==> config.mk <==
export PLATFORM = sky130hd
export DESIGN_NAME = pipelined_cla_adder
export DESIGN_NICKNAME = d
export VERILOG_FILES = /design/src/rtl/pipelined_cla_adder.sv
export SDC_FILE = /design/constraint.sdc
export NUM_CORES = 1
export LEC_CHECK = 0
export BUFFER_PORTS_ARGS = -buffer_cell sky130_fd_sc_hd__buf_2
export CAP_MARGIN = 30
export CORE_MARGIN = 3
export CORE_UTILIZATION = 40
export CTS_CLUSTER_DIAMETER = 50
export CTS_CLUSTER_SIZE = 40
export DETAILED_ROUTE_END_ITERATION = 7
export PLACE_DENSITY = 0.66
export SLEW_MARGIN = 15
export SYNTH_ARGS = -nofsm -noshare
export SYNTH_HDL_FRONTEND = slang
export SYNTH_SLANG_ARGS = --single-unit
==> constraint.sdc <==
create_clock -name clock -period 5.6 [get_ports clock]
set_input_delay 1.12 -clock clock [delete_from_list [all_inputs] [get_ports clock]]
set_output_delay 1.12 -clock clock [all_outputs]
set_load 0.005 [all_outputs]
==> src/rtl/pipelined_cla_adder.sv <==
// Pipelined carry-lookahead adder/subtractor: one BLOCK-bit lookahead chunk per stage,
// registered carry between stages, valid/ready handshake with full-pipeline stall.
module pipelined_cla_adder #(
    parameter int WIDTH = 32,
    parameter int BLOCK = 8
) (
    input  logic             clock,
    input  logic             reset,
    input  logic             in_valid,
    output logic             in_ready,
    input  logic [WIDTH-1:0] in_a,
    input  logic [WIDTH-1:0] in_b,
    input  logic             in_cin,
    input  logic             in_sub,
    output logic             out_valid,
    input  logic             out_ready,
    output logic [WIDTH-1:0] out_result,
    output logic             out_cout,
    output logic             out_ovf,
    output logic             out_zero
);
    localparam int STAGES = (BLOCK > 0) ? WIDTH / BLOCK : 1;

    if (BLOCK < 1 || WIDTH < 1 || (WIDTH % ((BLOCK > 0) ? BLOCK : 1)) != 0) begin : g_bad_params
        $fatal(1, "pipelined_cla_adder: WIDTH must be a positive multiple of BLOCK");
    end

    // Two-level lookahead: every carry is a flat sum of generate/propagate products.
    // Returns {carry into chunk MSB, carry out of chunk, sum}.
    function automatic logic [BLOCK+1:0] cla_chunk(
        input logic [BLOCK-1:0] a,
        input logic [BLOCK-1:0] b,
        input logic             c0
    );
        logic [BLOCK-1:0] g;
        logic [BLOCK-1:0] p;
        logic [BLOCK:0]   c;
        logic [BLOCK-1:0] s;
        logic             term;
        g    = a & b;
        p    = a | b;
        c    = '0;
        c[0] = c0;
        for (int i = 0; i < BLOCK; i++) begin
            term = c0;
            for (int k = 0; k <= i; k++) term = term & p[k];
            c[i+1] = term;
            for (int j = 0; j <= i; j++) begin
                term = g[j];
                for (int k = j + 1; k <= i; k++) term = term & p[k];
                c[i+1] = c[i+1] | term;
            end
        end
        s = a ^ b ^ c[BLOCK-1:0];
        return {c[BLOCK-1], c[BLOCK], s};
    endfunction

    logic adv;
    logic xfer;

    assign adv      = ~out_valid | out_ready;
    assign in_ready = adv & ~reset;
    assign xfer     = in_valid & in_ready;

    for (genvar s = 0; s < STAGES; s++) begin : g_stage
        localparam int SW = WIDTH - s * BLOCK;
        localparam int RW = (s + 1) * BLOCK;

        logic             v_d;
        logic             c_d;
        logic [SW-1:0]    a_src;
        logic [SW-1:0]    b_src;
        logic [BLOCK+1:0] chunk;
        logic [RW-1:0]    r_next;
        logic             vld_q;
        logic             c_q;
        logic [RW-1:0]    r_q;

        // Subtraction inverts B and the borrow once, here; later stages just add.
        if (s == 0) begin : g_head
            assign v_d    = xfer;
            assign a_src  = in_a;
            assign b_src  = in_b ^ {WIDTH{in_sub}};
            assign c_d    = in_cin ^ in_sub;
            assign r_next = chunk[BLOCK-1:0];
        end else begin : g_body
            assign v_d    = g_stage[s-1].vld_q;
            assign a_src  = g_stage[s-1].g_fwd.a_q;
            assign b_src  = g_stage[s-1].g_fwd.b_q;
            assign c_d    = g_stage[s-1].c_q;
            assign r_next = {chunk[BLOCK-1:0], g_stage[s-1].r_q};
        end

        assign chunk = cla_chunk(a_src[BLOCK-1:0], b_src[BLOCK-1:0], c_d);

        always_ff @(posedge clock) begin
            if (reset) begin
                vld_q <= 1'b0;
                c_q   <= 1'b0;
                r_q   <= '0;
            end else if (adv) begin
                vld_q <= v_d;
                c_q   <= chunk[BLOCK];
                r_q   <= r_next;
            end
        end

        // Only the operand bits still to be summed travel down the pipe.
        if (s < STAGES - 1) begin : g_fwd
            logic [SW-BLOCK-1:0] a_q;
            logic [SW-BLOCK-1:0] b_q;

            always_ff @(posedge clock) begin
                if (reset) begin
                    a_q <= '0;
                    b_q <= '0;
                end else if (adv) begin
                    a_q <= a_src[SW-1:BLOCK];
                    b_q <= b_src[SW-1:BLOCK];
                end
            end
        end

        if (s == STAGES - 1) begin : g_tail
            logic ovf_q;
            logic zero_q;

            always_ff @(posedge clock) begin
                if (reset) begin
                    ovf_q  <= 1'b0;
                    zero_q <= 1'b0;
                end else if (adv) begin
                    ovf_q  <= chunk[BLOCK+1] ^ chunk[BLOCK];
                    zero_q <= ~|r_next;
                end
            end

            assign out_valid  = vld_q;
            assign out_result = r_q;
            assign out_cout   = c_q;
            assign out_ovf    = ovf_q;
            assign out_zero   = zero_q;
        end
    end
endmodule
==> qor.yml, run 1 <==
outcome:
  status: "complete, no violations"
route:
  drt_wl_total_um: 18500
  drt-pass1-iter-count: 5
  wire_per_inst_um: 12.8
  drc: 0
  dr.first_iter.drc_count: 504
  via_count: 6972
  viasPerCell: 4.82
  detail-route-antenna-nets: 0
die:
  row_count: 53
  start_util: 0.412
  die_area_mm2: 0.0237
  die_width_um: 154
  fp.dieH_um: 154
  num_io_pins: 107
  core_mm2: 0.0213
sta:
  clock_skew_ps: 12.5
  worstMarginPinSlew_ps: 873
  hold_viol_final: 0
  slew_headroom: 0.417
  fin_crit_sh: 0.632
  finalSetupViolCount: 0
  final_max_slew_viol_count: 0
  period_needed_ps: 3540
  fmax_mhz: 282
  finalWorstSetupSlack_ps: 2060
  rsz0062_at_grt: "no"
  tns_ps: 0
worst_setup_path:
  ff2ff_path_depth: 7
  path_class: "in2out"
  r2r_slack_ps: 3180
  cp-end-kind: "output pin"
  timing.rr.end: "out_zero"
  crit_chain: "buf_6 > clkinv_1 > buf_4 > nand2_1 > inv_1 > buf_2"
  start_kind: "primary input"
  cp.required_ps: 4480
  path_max_fanout: 103
  cp_slowest_cell: "buf_6"
  arrival_ps: 2420
  reg2reg_from: "g_stage[2].g_fwd.b_q[0]"
  crit_path_max_incr_delay_ps: 530
logic_synthesis:
  ys_seq_area_frac: 0.425
  synth_top_area_cell: "dfxtp_1"
  syn_inst: 1095
  yosysUniqueCellTypes: 59
  ys_warn_count: 0
  async_reset_ff_frac: 0
  synth_area_per_cell_um2: 8.00
  synth-seq-cells: 186
  synth_nets: 1233
  netlist_area_mm2: 0.00876
  synth_area_leaders: "dfxtp_1 (43%), nand2_1 (12%), ha_1 (9.1%)"
  synth_ff_type: "dfxtp_1"
  synth_edf_count: 0
  synth_top_area_share: 0.425
placed_design:
  place_hpwl_um: 12700
  dp_slack_ps: 1830
  place_congestion: 0.791
  port_buffers: 106
  placed_cells: 1412
clock_network:
  numCtsBuffers: 17
  cts_tree: "done"
  cts-root-buf: "clkbuf_16"
  clock_path_buffers: 2
  numClockSinks: 186
  clk_latency_ps: 430
  cts_max_level: 4
  cts_hold_buf: 0
  cts_resized: 0
  post_cts_buffers: 0
  clkTransAtPathRegs_ps: 60
cells_and_area:
  layout_commonest_cell: "nand2_1"
  fin_nets: 1295
  final_cell_mix: "nand2_1 (289), dfxtp_1 (186), a21oi_1 (148), buf_2 (105), inv_1 (76)"
  area_delta_synth_final_pct: 14.0
  diodes: 0
  finalNonFillerCells: 1445
  drive_above_1_share: 0.135
hold_path:
  whs_path_depth: 2
  holdPathEnd: "out_result[28]"
  min_path_type: "reg2reg"
  hp-start: "out_result[28]"
global_routing:
  grt_pass1_wl_um: 30700
  grt_max_degree: 104
  grtUsageTotal: 0.153
  gr-total-overflow: 0
  antenna_found_initial: 1
  grt_pass1_vias: 6282
power:
  power.density_mw_per_mm2: 291
  leakage_nw: 4.17
  p_switching_mw: 0.752
  power_switching_share: 0.259
  vdd_drop_max_mv: 0.126
  p_comb_frac: 0.117
  pwr-share-clk: 0.377
  p_int_mw: 2.15
  power_frac_seq: 0.506
run:
  max_cap_viol_count: 0
[cells in the mapped netlist, drive strengths merged, types with 5 or more instances]
| cell type | instances |
|---|---|
| nand2b | 8 |
| or3 | 6 |
| o311ai | 5 |
| a311oi | 5 |
| dfxtp | 186 |
| nand3 | 9 |
| nor2 | 49 |
| xor2 | 17 |
| ha | 64 |
| buf | 17 |
| nand2 | 289 |
| nor3 | 16 |
| a211oi | 30 |
| o21ai | 19 |
| nor4 | 5 |
| xnor2 | 28 |
| inv | 77 |
| a21oi | 148 |
| nor2b | 5 |
| clkbuf | 53 |
| a31oi | 9 |
[layout make-up]
cell class,instances,area (um^2)
fill,2155,11300
multi-input combinational,761,4460
sequential,186,3720
timing repair buffer,113,627
clock buffer,21,450
tap,275,344
inverter,78,293
clock inverter,11,88.8
[registers in the layout, summed over array words and instances (netlist names)]
name and flops:
g_stage.c_q 3, g_stage.g_fwd.a_q 48, g_stage.g_fwd.b_q 48, g_stage.r_q 48, g_stage.vld_q 3, out_cout 1
out_ovf 1, out_result 32, out_valid 1, out_zero 1
[logic make-up after synthesis]
| kind of cell | Yosys count | share of synthesized area |
|---|---|---|
| mux | 1 | 0.00129 |
| xor+xnor | 45 | 0.0458 |
| flops | 186 | 0.425 |
| simple gates | 410 | 0.201 |
| fa+ha+maj | 68 | 0.101 |
| buf+inv | 148 | 0.0676 |
| compound gates | 237 | 0.159 |
[power by group through the flow]
| stage | combinational (mW) | sequential, mW | clock (mW) |
|---|---|---|---|
| floorplan | 0.245 | 1.48 | 0 |
| global placement | 0.336 | 1.50 | 0 |
| detailed placement | 0.340 | 1.50 | 0 |
| CTS | 0.343 | 1.47 | 1.13 |
| global route | 0.391 | 1.48 | 1.19 |
| finish | 0.340 | 1.47 | 1.10 |
[metal layers]
layer  routed length [um]  vias to the layer above  global-route usage  share of wire
li1                     -                     3740                   -              -
met1                 9810                     3091               0.237           0.53
met2                 7550                      123               0.209           0.41
met3                  923                       16              0.0343          0.050
met4                  195                        2              0.0479          0.011
met5                    7                        -                   0        0.00038
[through the flow]
step                      area [um^2]  power [mW]   util  hold WS, ps
after global routing             9990        3.06  0.469          462
after floorplan                  8760        1.73      -          432
after global placement           9430        1.83  0.443          437
after CTS                        9970        2.94  0.468          451
final                            9990        2.91  0.469          446
after detailed placement         9430        1.84  0.443          442
[worst max path at each step]
stage	depth (start not counted)	from	end	slack (ps)
after CTS	6	reset	in_ready	2040
after detailed placement	8	in_sub	g_stage[0].c_q	1830
final	6	reset	in_ready	2060
after global placement	8	in_sub	g_stage[0].c_q	1930
after global routing	6	reset	in_ready	1910
after floorplan	8	in_sub	g_stage[0].r_q[7]	2350
[worst max-delay path, delay by kind of cell]
kind	cells	cell delay, ps
AND/OR/NAND/NOR	1	140
buffers and inverters	5	1130
Power figures use the tool's default switching activity.
==> run 2: changes to the inputs <==
Settings changed: PLACE_DENSITY 0.66 to 0.69.
Clock period 5.6 ns to 3.2 ns, I/O delays scaled along.
==> run 2 against run 1 <==
Against the previous run: non-clock buffer count is 1 higher; critical path type is now reg2reg; clock power is 97% higher; power is 84% higher; routed wire length is 3.6% higher; sequential share of layout area is 0.22 points lower; critical endpoint is now out_zero; worst hold slack worse by 0.67 ps; sequential power is 75% higher.
==> qor.yml, run 2 (synthesis gave the netlist of run 1 again) <==
clock_network:
  numClockSinks: 186  # unchanged
  cts_tree: "done"
  post_cts_buffers: 0  # unchanged
  numCtsBuffers: 17  # unchanged
  cts_resized: 0  # unchanged
  clkTransAtPathRegs_ps: 70  # about the same
  cts_max_level: 4  # unchanged
  clock_path_buffers: 2  # unchanged
  cts-root-buf: "clkbuf_16"
  cts_hold_buf: 0  # unchanged
  clk_latency_ps: 430  # about the same
global_routing:
  antenna_found_initial: 0  # -1
  grt_max_degree: 168  # +62%
  gr-total-overflow: 0  # unchanged
  grt_pass1_wl_um: 32400  # +5.5%
  grtUsageTotal: 0.163  # +0.0101
  grt_pass1_vias: 6495  # +3.4%
worst_setup_path:
  path_class: "reg2reg"
  crit_path_max_incr_delay_ps: 480  # -50 ps
  cp_top_family: "simple AND/OR/NAND/NOR gates"
  path_max_fanout: 4  # -96%
  start_kind: "flop"
  crit_chain: "fa_1 > nor4_1 > and3_2 > nand4_1 > a211oi_2 > or4b_1 > o32ai_2"
  cp.required_ps: 3540  # -940 ps
  cp-end-kind: "flop"
  arrival_ps: 2680  # +260 ps
  cp_slowest_cell: "or4b_1"
  critPathBufInv: 0  # -5
power:
  p_switching_mw: 1.30  # +73%
  p_int_mw: 4.04  # +88%
  vdd_drop_max_mv: 0.281  # +120%
  leakage_nw: 4.21  # +1.1%
  p_comb_frac: 0.112  # -0.005
  power.density_mw_per_mm2: 532  # +83%
  pwr-share-clk: 0.407  # +0.030
  power_switching_share: 0.244  # -0.0151
  power_frac_seq: 0.482  # -0.024
  power_mw: 5.34  # +84%
sta:
  rsz0062_at_grt: "no"
  finalSetupViolCount: 0  # unchanged
  final_max_slew_viol_count: 0  # unchanged
  fin_crit_sh: 0.729
  fmax_mhz: 429
  worstMarginPinSlew_ps: 814  # -59.7 ps
  hold_viol_final: 0  # unchanged
  slew_headroom: 0.458  # +0.0410
  clock_skew_ps: 6.71  # -5.77 ps
  tns_ps: 0  # unchanged
  period_needed_ps: 2330
cells_and_area:
  layout_commonest_cell: "nand2_1"
  fill_cells: 2096  # -2.7%
  diodes: 0  # unchanged
  fin_nets: 1296  # +0.077%
  area_delta_synth_final_pct: 14.7
  final_cell_area_mm2: 0.0100  # +0.60%
  reg_top3: "g_stage.g_fwd.a_q x48, g_stage.g_fwd.b_q x48, g_stage.r_q x48"
  final_cell_mix: "nand2_1 (289), dfxtp_1 (186), a21oi_1 (148), buf_2 (105), inv_1 (76)"
  drive_above_1_share: 0.136  # +0.000971
die:
  die_area_mm2: 0.0237  # unchanged
  num_io_pins: 107  # unchanged
  die_width_um: 154  # unchanged
  row_count: 53  # unchanged
  core_mm2: 0.0213  # unchanged
  fp.dieH_um: 154  # unchanged
  start_util: 0.412  # unchanged
placed_design:
  place_congestion: 0.838  # +6.0%
  port_buffers: 106  # unchanged
  place_hpwl_um: 13200  # +4.2%
  dpl_cell_area_mm2: 0.00944  # +0.16%
route:
  wire_per_inst_um: 13.3  # +3.6%
  drt-pass1-iter-count: 5  # unchanged
  drc: 0  # unchanged
  dr.first_iter.drc_count: 534  # +6.0%
  via_count: 7098  # +1.8%
  detail-route-antenna-nets: 0  # unchanged
  drt_wl_total_um: 19100  # +3.6%
  viasPerCell: 4.92  # +1.9%
outcome:
  status: "complete, no violations"
hold_path:
  min_path_type: "reg2reg"
run:
  max_cap_viol_count: 0  # unchanged
[run 2: worst paths after layout]
check | from | endpoint | slack [ps] | cells past startpoint
setup / recovery | g_stage[2].g_fwd.b_q[0] | out_zero | 870 | 7
hold / removal | out_result[15] | out_result[15] | 450 | 2
setup reg to reg | g_stage[2].g_fwd.b_q[0] | out_zero | 870 | 7
hold reg to reg | out_result[15] | out_result[15] | 450 | 2
[run 2: layout make-up]
type | count | area, um^2 | area share
flip-flops and latches | 186 | 3720 | 0.371
repair buffers | 114 | 622 | 0.0619
multi-input cells | 761 | 4460 | 0.444
clock buffers | 18 | 429 | 0.0427
clock inverters | 12 | 175 | 0.0174
inverters | 78 | 293 | 0.0291
well taps | 275 | 344 | 0.0342
[run 2: metrics by stage]
| stage | setup slack (ps) | util | std cells | hold slack, ps |
|---|---|---|---|---|
| 3_3_place_gp | 623 | 0.444 | 1414 | 437 |
| 4_1_cts | 843 | 0.472 | 1444 | 435 |
| 3_5_place_dp | 507 | 0.444 | 1414 | 441 |
| 2_1_floorplan | 431 | - | 1095 | 432 |
| 6_report | 867 | 0.472 | 1444 | 445 |
| 5_1_grt | 653 | 0.472 | 1444 | 451 |
[run 2: power groups by stage]
stage          sequential, mW  clock (mW)  combinational [mW]
2_1_floorplan            2.60           0               0.428
3_3_place_gp             2.62           0               0.583
3_5_place_dp             2.62           0               0.600
4_1_cts                  2.57        2.22               0.606
5_1_grt                  2.59        2.33               0.696
6_report                 2.57        2.17               0.598
[run 2: worst register-to-register path: cells and delay by family (launching register included)]
family | cells | cell delay [ps]
AO/OA/AOI/OAI | 2 | 360
adder cells (fa/ha/maj) | 1 | 470
flip-flops | 1 | 400
AND/OR/NAND/NOR | 4 | 1020
[run 2: per-layer routing]
layer	vias up	track usage	wire length (um)	share of wire
met5	-	0	0	0
li1	3727	-	-	-
met4	0	0.0517	256	0.013
met1	3217	0.257	10000	0.52
met3	18	0.0318	925	0.048
met2	136	0.221	7910	0.41
==> run 3: changes to the inputs <==
Settings changed: ABC_AREA set to 1.
Clock period 3.2 ns to 2.1 ns, I/O delays scaled along.
==> run 3 against run 2 <==
Against the previous run: clock-buffer cell count grew 3; largest cell class unchanged; register-to-register slack lost 640 ps; sequential power up 54%; final area is 1.3% higher; power rose by 57%; clock skew shrank 1.4 ps; sequential cell count is the same; core utilization increased by 0.59 points; worst hold slack got worse by 230 ps; combinational power grew 92%; highest routed layer is now met5; synthesized cell count increased by 2.5%; area after synthesis is 0.34% higher.
==> qor.yml, run 3 <==
cells_and_area:
  final_cell_area_mm2: 0.0102  # +1.3%
  reg_top3: "g_stage.g_fwd.a_q x48, g_stage.g_fwd.b_q x48, g_stage.r_q x48"
  diodes: 0  # unchanged
  finalNonFillerCells: 1483  # +2.7%
  fin_nets: 1334  # +2.9%
  layout_commonest_cell: "dfxtp_1"
  fill_cells: 2065  # -1.5%
  area_delta_synth_final_pct: 15.7
  drive_above_1_share: 0.152  # +0.0163
  final_cell_mix: "dfxtp_1 (186), o21ai_0 (172), inv_1 (162), nor2_1 (146), a21oi_1 (114)"
placed_design:
  placed_cells: 1452  # +2.7%
  port_buffers: 106  # unchanged
  dp_slack_ps: -26.1  # -533 ps
  place_congestion: 0.839  # +0.12%
  dpl_cell_area_mm2: 0.00955  # +1.2%
  place_hpwl_um: 13400  # +1.5%
die:
  row_count: 53  # unchanged
  die_width_um: 154  # +0.16%
  die_area_mm2: 0.0238  # +0.32%
  fp.dieH_um: 154  # +0.16%
  core_mm2: 0.0213  # unchanged
  num_io_pins: 107  # unchanged
  start_util: 0.413  # +0.00141
global_routing:
  grtUsageTotal: 0.162  # -0.00138
  antenna_found_initial: 1  # +1
  gr-total-overflow: 0  # unchanged
  grt_pass1_wl_um: 32200  # -0.45%
  grt_pass1_vias: 6706  # +3.2%
  grt_max_degree: 98  # -42%
power:
  leakage_nw: 4.76  # +13%
  power.density_mw_per_mm2: 824  # +55%
  power_mw: 8.39  # +57%
  vdd_drop_max_mv: 0.439  # +56%
clock_network:
  cts-root-buf: "clkbuf_16"
  cts_tree: "done"
  numCtsBuffers: 17  # unchanged
  post_cts_buffers: 0  # unchanged
  cts_resized: 0  # unchanged
  clock_path_buffers: 2  # unchanged
  cts_max_level: 4  # unchanged
  numClockSinks: 186  # unchanged
  clk_latency_ps: 420  # about the same
  clkTransAtPathRegs_ps: 60  # about the same
  cts_hold_buf: 0  # unchanged
route:
  dr.first_iter.drc_count: 421  # -21%
  drt-pass1-iter-count: 6  # +1
  viasPerCell: 4.84  # -1.5%
  drt_wl_total_um: 19200  # +0.33%
  detail-route-antenna-nets: 0  # unchanged
  via_count: 7177  # +1.1%
  drc: 0  # unchanged
  wire_per_inst_um: 12.9  # -2.3%
sta:
  rsz0062_at_grt: "no"
  fin_crit_sh: 0.926
  hold_slack_ps: 219  # -226 ps
  slew_headroom: 0.647  # +0.189
  final_max_slew_viol_count: 0  # unchanged
  fmax_mhz: 514
  finalWorstSetupSlack_ps: 156  # -711 ps
  hold_viol_final: 0  # unchanged
  period_needed_ps: 1940
  finalSetupViolCount: 0  # unchanged
  clock_skew_ps: 5.28  # -1.43 ps
  worstMarginPinSlew_ps: 530  # -284 ps
hold_path:
  min_path_type: "in2reg"
logic_synthesis:
  synth_area_per_cell_um2: 7.84  # -2.1%
  synth_nets: 1260  # +2.2%
  synth_top_area_share: 0.424  # -0.00145
  ys_seq_area_frac: 0.424  # -0.00145
  synth_ff_type: "dfxtp_1"
  synth_top_area_cell: "dfxtp_1"
  ys_top_cells_by_count: "dfxtp_1 (186), o21ai_0 (172), inv_1 (163), nor2_1 (146), a21oi_1 (114)"
  ys_warn_count: 0  # unchanged
  synth.most_common_cell: "dfxtp_1"
  syn_inst: 1122  # +2.5%
  synth_edf_count: 0  # unchanged
  synth_area_leaders: "dfxtp_1 (42%), o21ai_0 (9.8%), ha_1 (9.1%)"
  synth-seq-cells: 186  # unchanged
  yosysUniqueCellTypes: 39  # -34%
  async_reset_ff_frac: 0  # unchanged
  netlist_area_mm2: 0.00879  # +0.34%
worst_setup_path:
  critPathBufInv: 3  # +3
  start_kind: "flop"
  crit_path_max_incr_delay_ps: 310  # -170 ps
  cp.required_ps: 1680  # -1860 ps
  cp_top_family: "simple AND/OR/NAND/NOR gates"
  crit_chain: "inv_1 > or2_4 > inv_4 > nor2_1 > buf_2"
  cp_slowest_cell: "dfxtp_1"
  path_class: "reg2out"
  path_max_fanout: 6  # +2
  cp-end-kind: "output pin"
  arrival_ps: 1520  # -1160 ps
run:
  max_cap_viol_count: 0  # unchanged
outcome:
  status: "complete, no violations"
run 3: area by class of cell:
class | count | area [um^2] | share of cell area
clock buffers | 21 | 470 | 0.0462
well taps | 275 | 344 | 0.0338
flip-flops and latches | 186 | 3720 | 0.366
inverters | 169 | 638 | 0.0627
multi-input cells | 702 | 4170 | 0.410
clock inverters | 10 | 141 | 0.0139
repair buffers | 120 | 686 | 0.0674
run 3: cells by family (layout without fill, tap and decap cells):
kind of cell    Yosys count  count (layout)  share of synthesized area
flops                   186             186                      0.424
simple gates            272             272                      0.135
compound gates          309             309                      0.184
fa+ha+maj                68              68                      0.100
buf+inv                 234             320                      0.104
xor+xnor                 53              53                     0.0528
run 3: per-layer routing:
metal | global-route usage | vias up | wire length (um)
met5 | 0 | - | 13
met4 | 0.0458 | 2 | 312
met3 | 0.0341 | 25 | 943
met2 | 0.242 | 164 | 8170
met1 | 0.236 | 3252 | 9760
li1 | - | 3734 | -
run 3: where the power goes:
group	leakage (nW)	internal, mW	switching (mW)
Sequential	1.53	3.81	0.146
Combinational	2.93	0.484	0.663
Clock	0.296	1.97	1.31
run 3: worst paths after layout:
check	start	endpoint	slack, ps	cells past startpoint
worst max-delay path	out_valid	in_ready	160	5
worst min register to register	g_stage[0].g_fwd.b_q[8]	g_stage[1].g_fwd.b_q[0]	440	2
worst min-delay path	in_a[26]	g_stage[0].g_fwd.a_q[18]	220	3
worst max register to register	g_stage[0].g_fwd.a_q[0]	g_stage[1].r_q[15]	230	16
run 3: metrics by stage:
step / setup TNS (ps) / utilization
final: 0 / 0.478
after detailed placement: -26.1 / 0.449
after floorplan: 0 / -
after CTS: 0 / 0.477
after global placement: 0 / 0.449
after global routing: 0 / 0.478
run 3: worst register-to-register path: stages (launching register included):
cell      delay, ps
dfxtp_1         390
inv_1            80
ha_1            200
nor3b_2         200
nand2_1          90
nand3_2         100
inv_2            50
o21bai_4        130
nand2_2          60
nand2_2          80
nand2_2          50
nand2_2          60
inv_2            40
nand2_1          50
nand3_1          70
nand2_1          90
inv_1            40
